## config.mk

```make
export PLATFORM = sky130hd
export DESIGN_NAME = req_sequencer_flat
export DESIGN_NICKNAME = d
export VERILOG_FILES = /design/src/rtl/req_sequencer_if.sv /design/src/rtl/req_sequencer.sv /design/src/flat_wrapper.sv
export SDC_FILE = /design/constraint.sdc
export NUM_CORES = 1
export LEC_CHECK = 0
export BUFFER_PORTS_ARGS = -buffer_cell sky130_fd_sc_hd__buf_2
export CAP_MARGIN = 20
export CORE_ASPECT_RATIO = 0.8
export CORE_UTILIZATION = 40
export CTS_CLUSTER_SIZE = 30
export DETAILED_ROUTE_END_ITERATION = 7
export PLACE_DENSITY = 0.65
export SLEW_MARGIN = 40
export SYNTH_ARGS = -nofsm -noshare
export SYNTH_HDL_FRONTEND = slang
export SYNTH_SLANG_ARGS = --single-unit
```

## constraint.sdc

```tcl
create_clock -name clk -period 2 [get_ports clk]
set_input_delay 0.5 -clock clk [delete_from_list [all_inputs] [get_ports clk]]
set_output_delay 0.5 -clock clk [all_outputs]
set_load 0.01 [all_outputs]
```

## src/rtl/req_sequencer_if.sv

```systemverilog
// Request-sequencer bus: command-side push/cmd_ready, downstream req/gnt,
// plus status outputs. The slave modport is the sequencer's view.
interface req_sequencer_if #(
  parameter int DEPTH = 4
);
  localparam int PW = $clog2(DEPTH) + 1;

  logic          push;
  logic          cmd_ready;
  logic          gnt;
  logic          req;
  logic          done;
  logic          timeout;
  logic [PW-1:0] pending;
  logic [7:0]    grant_cnt;
  logic          spurious;

  modport master (
    output push, gnt,
    input  cmd_ready, req, done, timeout, pending, grant_cnt, spurious
  );

  modport slave (
    input  push, gnt,
    output cmd_ready, req, done, timeout, pending, grant_cnt, spurious
  );
endinterface

```

## src/rtl/req_sequencer.sv

```systemverilog
// Token FIFO feeding a req/gnt handshake with a bounded wait and a one-cycle gap.
// Optional macro REQ_SEQUENCER_RETRY_EN re-issues a timed-out token once before dropping it.
module req_sequencer #(
  parameter int DEPTH   = 4,
  parameter int TIMEOUT = 8
) (
  input  logic           clk,
  input  logic           rst_n,
  req_sequencer_if.slave bus
);
  localparam int PW = $clog2(DEPTH) + 1;

`ifdef REQ_SEQUENCER_RETRY_EN
  localparam bit RetryEn = 1'b1;
`else
  localparam bit RetryEn = 1'b0;
`endif

  typedef enum logic [1:0] {IDLE, REQ, GAP} state_t;

  state_t        state;
  // Pointers carry one extra bit so full and empty are distinguishable.
  logic [PW-1:0] wr_ptr;
  logic [PW-1:0] rd_ptr;
  logic [PW-1:0] occ;
  logic [7:0]    wait_cnt;
  logic          retried;
  logic          req_r;
  logic          done_r;
  logic          timeout_r;
  logic          spurious_r;
  logic [7:0]    grant_cnt_r;
  logic          push_acc;
  logic          pop;

  function automatic logic [7:0] sat_inc(input logic [7:0] v);
    return (v == 8'hFF) ? v : v + 8'd1;
  endfunction

  assign occ           = wr_ptr - rd_ptr;
  assign bus.cmd_ready = (occ != PW'(DEPTH));
  assign push_acc      = bus.push && bus.cmd_ready;
  // A pending retry re-issues the same token instead of consuming a new one.
  assign pop           = (state == IDLE) && !retried && (occ != '0);

  assign bus.req       = req_r;
  assign bus.done      = done_r;
  assign bus.timeout   = timeout_r;
  assign bus.pending   = occ;
  assign bus.grant_cnt = grant_cnt_r;
  assign bus.spurious  = spurious_r;

  always_ff @(posedge clk) begin
    if (!rst_n) begin
      state       <= IDLE;
      wr_ptr      <= '0;
      rd_ptr      <= '0;
      wait_cnt    <= '0;
      retried     <= 1'b0;
      req_r       <= 1'b0;
      done_r      <= 1'b0;
      timeout_r   <= 1'b0;
      spurious_r  <= 1'b0;
      grant_cnt_r <= '0;
    end else begin
      done_r    <= 1'b0;
      timeout_r <= 1'b0;
      if (push_acc) wr_ptr <= wr_ptr + PW'(1);
      if (pop)      rd_ptr <= rd_ptr + PW'(1);
      if (bus.gnt && !req_r) spurious_r <= 1'b1;

      case (state)
        IDLE: begin
          if (retried || (occ != '0)) begin
            req_r    <= 1'b1;
            wait_cnt <= '0;
            state    <= REQ;
          end
        end
        REQ: begin
          if (bus.gnt) begin
            req_r       <= 1'b0;
            done_r      <= 1'b1;
            grant_cnt_r <= sat_inc(grant_cnt_r);
            retried     <= 1'b0;
            state       <= GAP;
          end else if (wait_cnt == 8'(TIMEOUT - 1)) begin
            req_r <= 1'b0;
            state <= GAP;
            if (RetryEn && !retried) begin
              retried <= 1'b1;
            end else begin
              timeout_r <= 1'b1;
              retried   <= 1'b0;
            end
          end else begin
            wait_cnt <= wait_cnt + 8'd1;
          end
        end
        GAP:     state <= IDLE;
        default: state <= IDLE;
      endcase
    end
  end
endmodule
```

## src/flat_wrapper.sv

```systemverilog
// flat-port wrapper written by rule: the top's interface ports become plain ports
module req_sequencer_flat 
#(
  parameter int DEPTH   = 4,
  parameter int TIMEOUT = 8
)
  (clk, rst_n, bus_push, bus_gnt, bus_cmd_ready, bus_req, bus_done, bus_timeout, bus_pending, bus_grant_cnt, bus_spurious);
  req_sequencer_if #(.DEPTH(DEPTH)) bus_i ();
  input  logic clk;
  input  logic rst_n;
  input wire logic [$bits(bus_i.push)-1:0] bus_push;
  input wire logic [$bits(bus_i.gnt)-1:0] bus_gnt;
  output wire logic [$bits(bus_i.cmd_ready)-1:0] bus_cmd_ready;
  output wire logic [$bits(bus_i.req)-1:0] bus_req;
  output wire logic [$bits(bus_i.done)-1:0] bus_done;
  output wire logic [$bits(bus_i.timeout)-1:0] bus_timeout;
  output wire logic [$bits(bus_i.pending)-1:0] bus_pending;
  output wire logic [$bits(bus_i.grant_cnt)-1:0] bus_grant_cnt;
  output wire logic [$bits(bus_i.spurious)-1:0] bus_spurious;
  assign bus_i.push = bus_push;
  assign bus_i.gnt = bus_gnt;
  assign bus_cmd_ready = bus_i.cmd_ready;
  assign bus_req = bus_i.req;
  assign bus_done = bus_i.done;
  assign bus_timeout = bus_i.timeout;
  assign bus_pending = bus_i.pending;
  assign bus_grant_cnt = bus_i.grant_cnt;
  assign bus_spurious = bus_i.spurious;
  req_sequencer #(.DEPTH(DEPTH), .TIMEOUT(TIMEOUT)) u_core (.clk(clk), .rst_n(rst_n), .bus(bus_i));
endmodule
```

==> results.yml <==
pwr:
  peakVddDrop_uv: 967.1
  power.leakage_uw: 0.0007195
  powerDensity_mw_per_mm2: 1320
  finalPower_uw: 2324
critical_path:
  arrival_ps: 1610
  crit_type: "reg -> out"
  crit_path_end_kind: "output pin"
  cp-start-kind: "register"
  cp.required_ps: 1500
  critPathMaxFanout: 3
yosys:
  synth_top_family_by_area: "simple AND/OR/NAND/NOR gates"
  synth_compound_area_frac: 0.1877
  seq_area_frac_synth: 0.4062
  netlist_area_mm2: 0.001380
  synth_xor_area_frac: 0.06165
  synth_commonest_cells: "28 x dfxtp_1, 13 x nand3_1, 12 x nand2_1"
  synth-simple-area-share: 0.2303
  yosysTopAreaCell: "dfxtp_1"
  yosys.area.top_type_share: 0.4062
  synth_mux_area_frac: 0.007253
  ys_ff_latch: 28
  netlist_top_cells_area: "dfxtp_1 41%, nand3_1 4.7%, ha_1 4.5%"
  synth_adder_area_share: 0.05984
  avgSynthCellArea_um2: 8.904
  synth_edf_count: 0
  yosysWarnings: 0
  ys.flop_type: "dfxtp_1"
  synth.most_common_cell: "dfxtp_1"
  async_flop_share: 0
  synth_fp_nets: 165
  netlist_instances: 155
  synth_cell_type_count: 39
finish:
  drive_gt1_frac: 0.2926
  finalNetCount: 199
  seqCellArea_um2: 563.0
  antenna_cells: 0
  multi_input_area_um2: 812.0
  n_fill_cell: 274
  syn_to_final_growth_pct: 27.56
timing:
  whs_ps: 492.2
  period_share: 1.053
  clock_skew_ps: 1.757
  rsz0062_at_grt: "true"
  clock.fmax_ghz: 0.4748
  report.final.hold_viol_count: 0
  final-setup-viol-count: 6
  slew_headroom: 0.5862
  tightest_slew_ps: 616.5
  fin_crit_ps: 2106
  drv_slew: 0
  setup_ws_ps: -106.2
worst_hold_path:
  hold_path_class: "reg -> reg"
placed_design:
  finalWeightedCongestion: 0.8049
  portBuffers: 19
  dpl.hpwl_um: 2128
clocking:
  cts_made_buffers: 3
  ctsLongestPathBuffers: 2
  hold_buffers: 0
  cts_tree: "built"
  cts_root_buf: "clkbuf_8"
  clk_latency_ps: 270
  cts_num_sinks: 28
  clk_pin_slew_worst_paths_ps: 90
  htree_levels: 1
die:
  io_pins: 20
  die_h_um: 54.54
  dieArea_mm2: 0.003690
  core_mm2: 0.003176
  start_util: 0.4346
  std_cell_rows: 18
  die_x_um: 67.67
global_route:
  grt_pass1_wl_um: 4974
  grt_pass1_vias: 1132
  grt_start_max_net_pins: 18
  globalRouteOverflowTotal: 0
  antenna_found_initial: 0
  grt_util_all_layers: 0.1844
routing:
  drt_iter0_markers: 56
  viasPerCell: 5.491
  wl_per_cell_um: 13.57
  wirelength_um: 3093
  via_count: 1252
  firstDrtPassIters: 4
  ant_nets: 0
  drc: 0
flow_run:
  cap_violations: 0
outcome:
  violations: "setup timing"
  status: "finished, violations left"
[area by class of cell]
cell class	instances	share of cell area
multi-input cells	112	0.4613
flip-flops and latches	28	0.3198
repair buffers	34	0.1379
clock buffers	4	0.03127
well taps	40	0.02843
inverters	10	0.02132
[cells by family after synthesis]
| group | count (synthesis) |
|---|---|
| buffers and inverters | 15 |
| AO/OA/AOI/OAI | 38 |
| XOR/XNOR | 8 |
| multiplexers | 1 |
| flip-flops | 28 |
| adder cells (fa/ha/maj) | 6 |
| AND/OR/NAND/NOR | 59 |
[registers in the layout (all words and copies together) (netlist names)]
name	cells
u_core.bus.grant_cnt	8
u_core.wait_cnt	8
u_core.rd_ptr	3
u_core.wr_ptr	3
u_core.state	2
u_core.bus.done	1
u_core.bus.req	1
u_core.bus.spurious	1
u_core.bus.timeout	1
[cell usage in the layout, fill, tap and decap left out, drive strengths merged]
cell,n
nand4,5
and3b,1
o21a,2
o41a,1
a31oi,4
or3,2
a211oi,1
o22ai,1
a31o,1
fa,1
nor2b,1
and3,6
ha,5
nand3,13
dfxtp,28
o2111ai,1
nand3b,1
a2111oi,1
nor2,11
o41ai,1
xnor2,4
o21ai,7
o31ai,4
clkbuf,4
xor2,3
inv,10
mux2i,1
nor3,2
nor3b,1
o211ai,4
nand2,12
or4,4
a21oi,10
buf,34
xor3,1
[per-layer routing]
layer | routed length [µm] | up-vias | global-route usage
met5 | 0 | - | 0
met4 | 17 | 0 | 0.04610
met3 | 124 | 2 | 0.04375
met2 | 1486 | 27 | 0.3135
met1 | 1464 | 590 | 0.2351
li1 | - | 633 | -
[where the power goes]
part	switching, µW	internal, µW
combinational	607	672
sequential	63.1	631
clock	175	176
[per-stage QoR]
stage / cell area [µm²] / setup TNS [ps] / instances / setup WS, ps / utilization
global placement: 1570 / -0.9913 / 218 / -0.9913 / 0.4945
global route: 1760 / -1082 / 228 / -164.1 / 0.5544
floorplan: 1385 / 0 / 155 / 4.736 / -
CTS: 1699 / -1684 / 225 / -300.1 / 0.5351
detailed placement: 1570 / -173.0 / 218 / -63.59 / 0.4945
finish: 1760 / -274.4 / 228 / -106.2 / 0.5544
[repair_timing]
| action | 4_1_cts | 5_1_grt |
|---|---|---|
| resized for setup | 13 | 12 |
| setup endpoints to repair | 8 | 18 |
| setup buffers | 2 | 3 |
| pin swaps | 3 | 5 |
| gates cloned | 1 | 0 |
[critical path: stages (launching register included)]
cell and delay, ps:
dfxtp_2 350, inv_2 50, ha_4 150, fa_2 340, xor3_2 270, nand3_2 80
buf_6 100
[final timing paths]
kind | from | end | slack [ps] | depth (start not counted)
setup / recovery | u_core.wr_ptr[0] | bus_cmd_ready | -110 | 6
hold / removal | u_core.wait_cnt[1] | u_core.wait_cnt[1] | 490 | 2
setup reg to reg | u_core.wr_ptr[0] | u_core.rd_ptr[0] | -10 | 10
hold reg to reg | u_core.wait_cnt[1] | u_core.wait_cnt[1] | 490 | 2
Note: power is estimated with default switching activity, not from simulation.
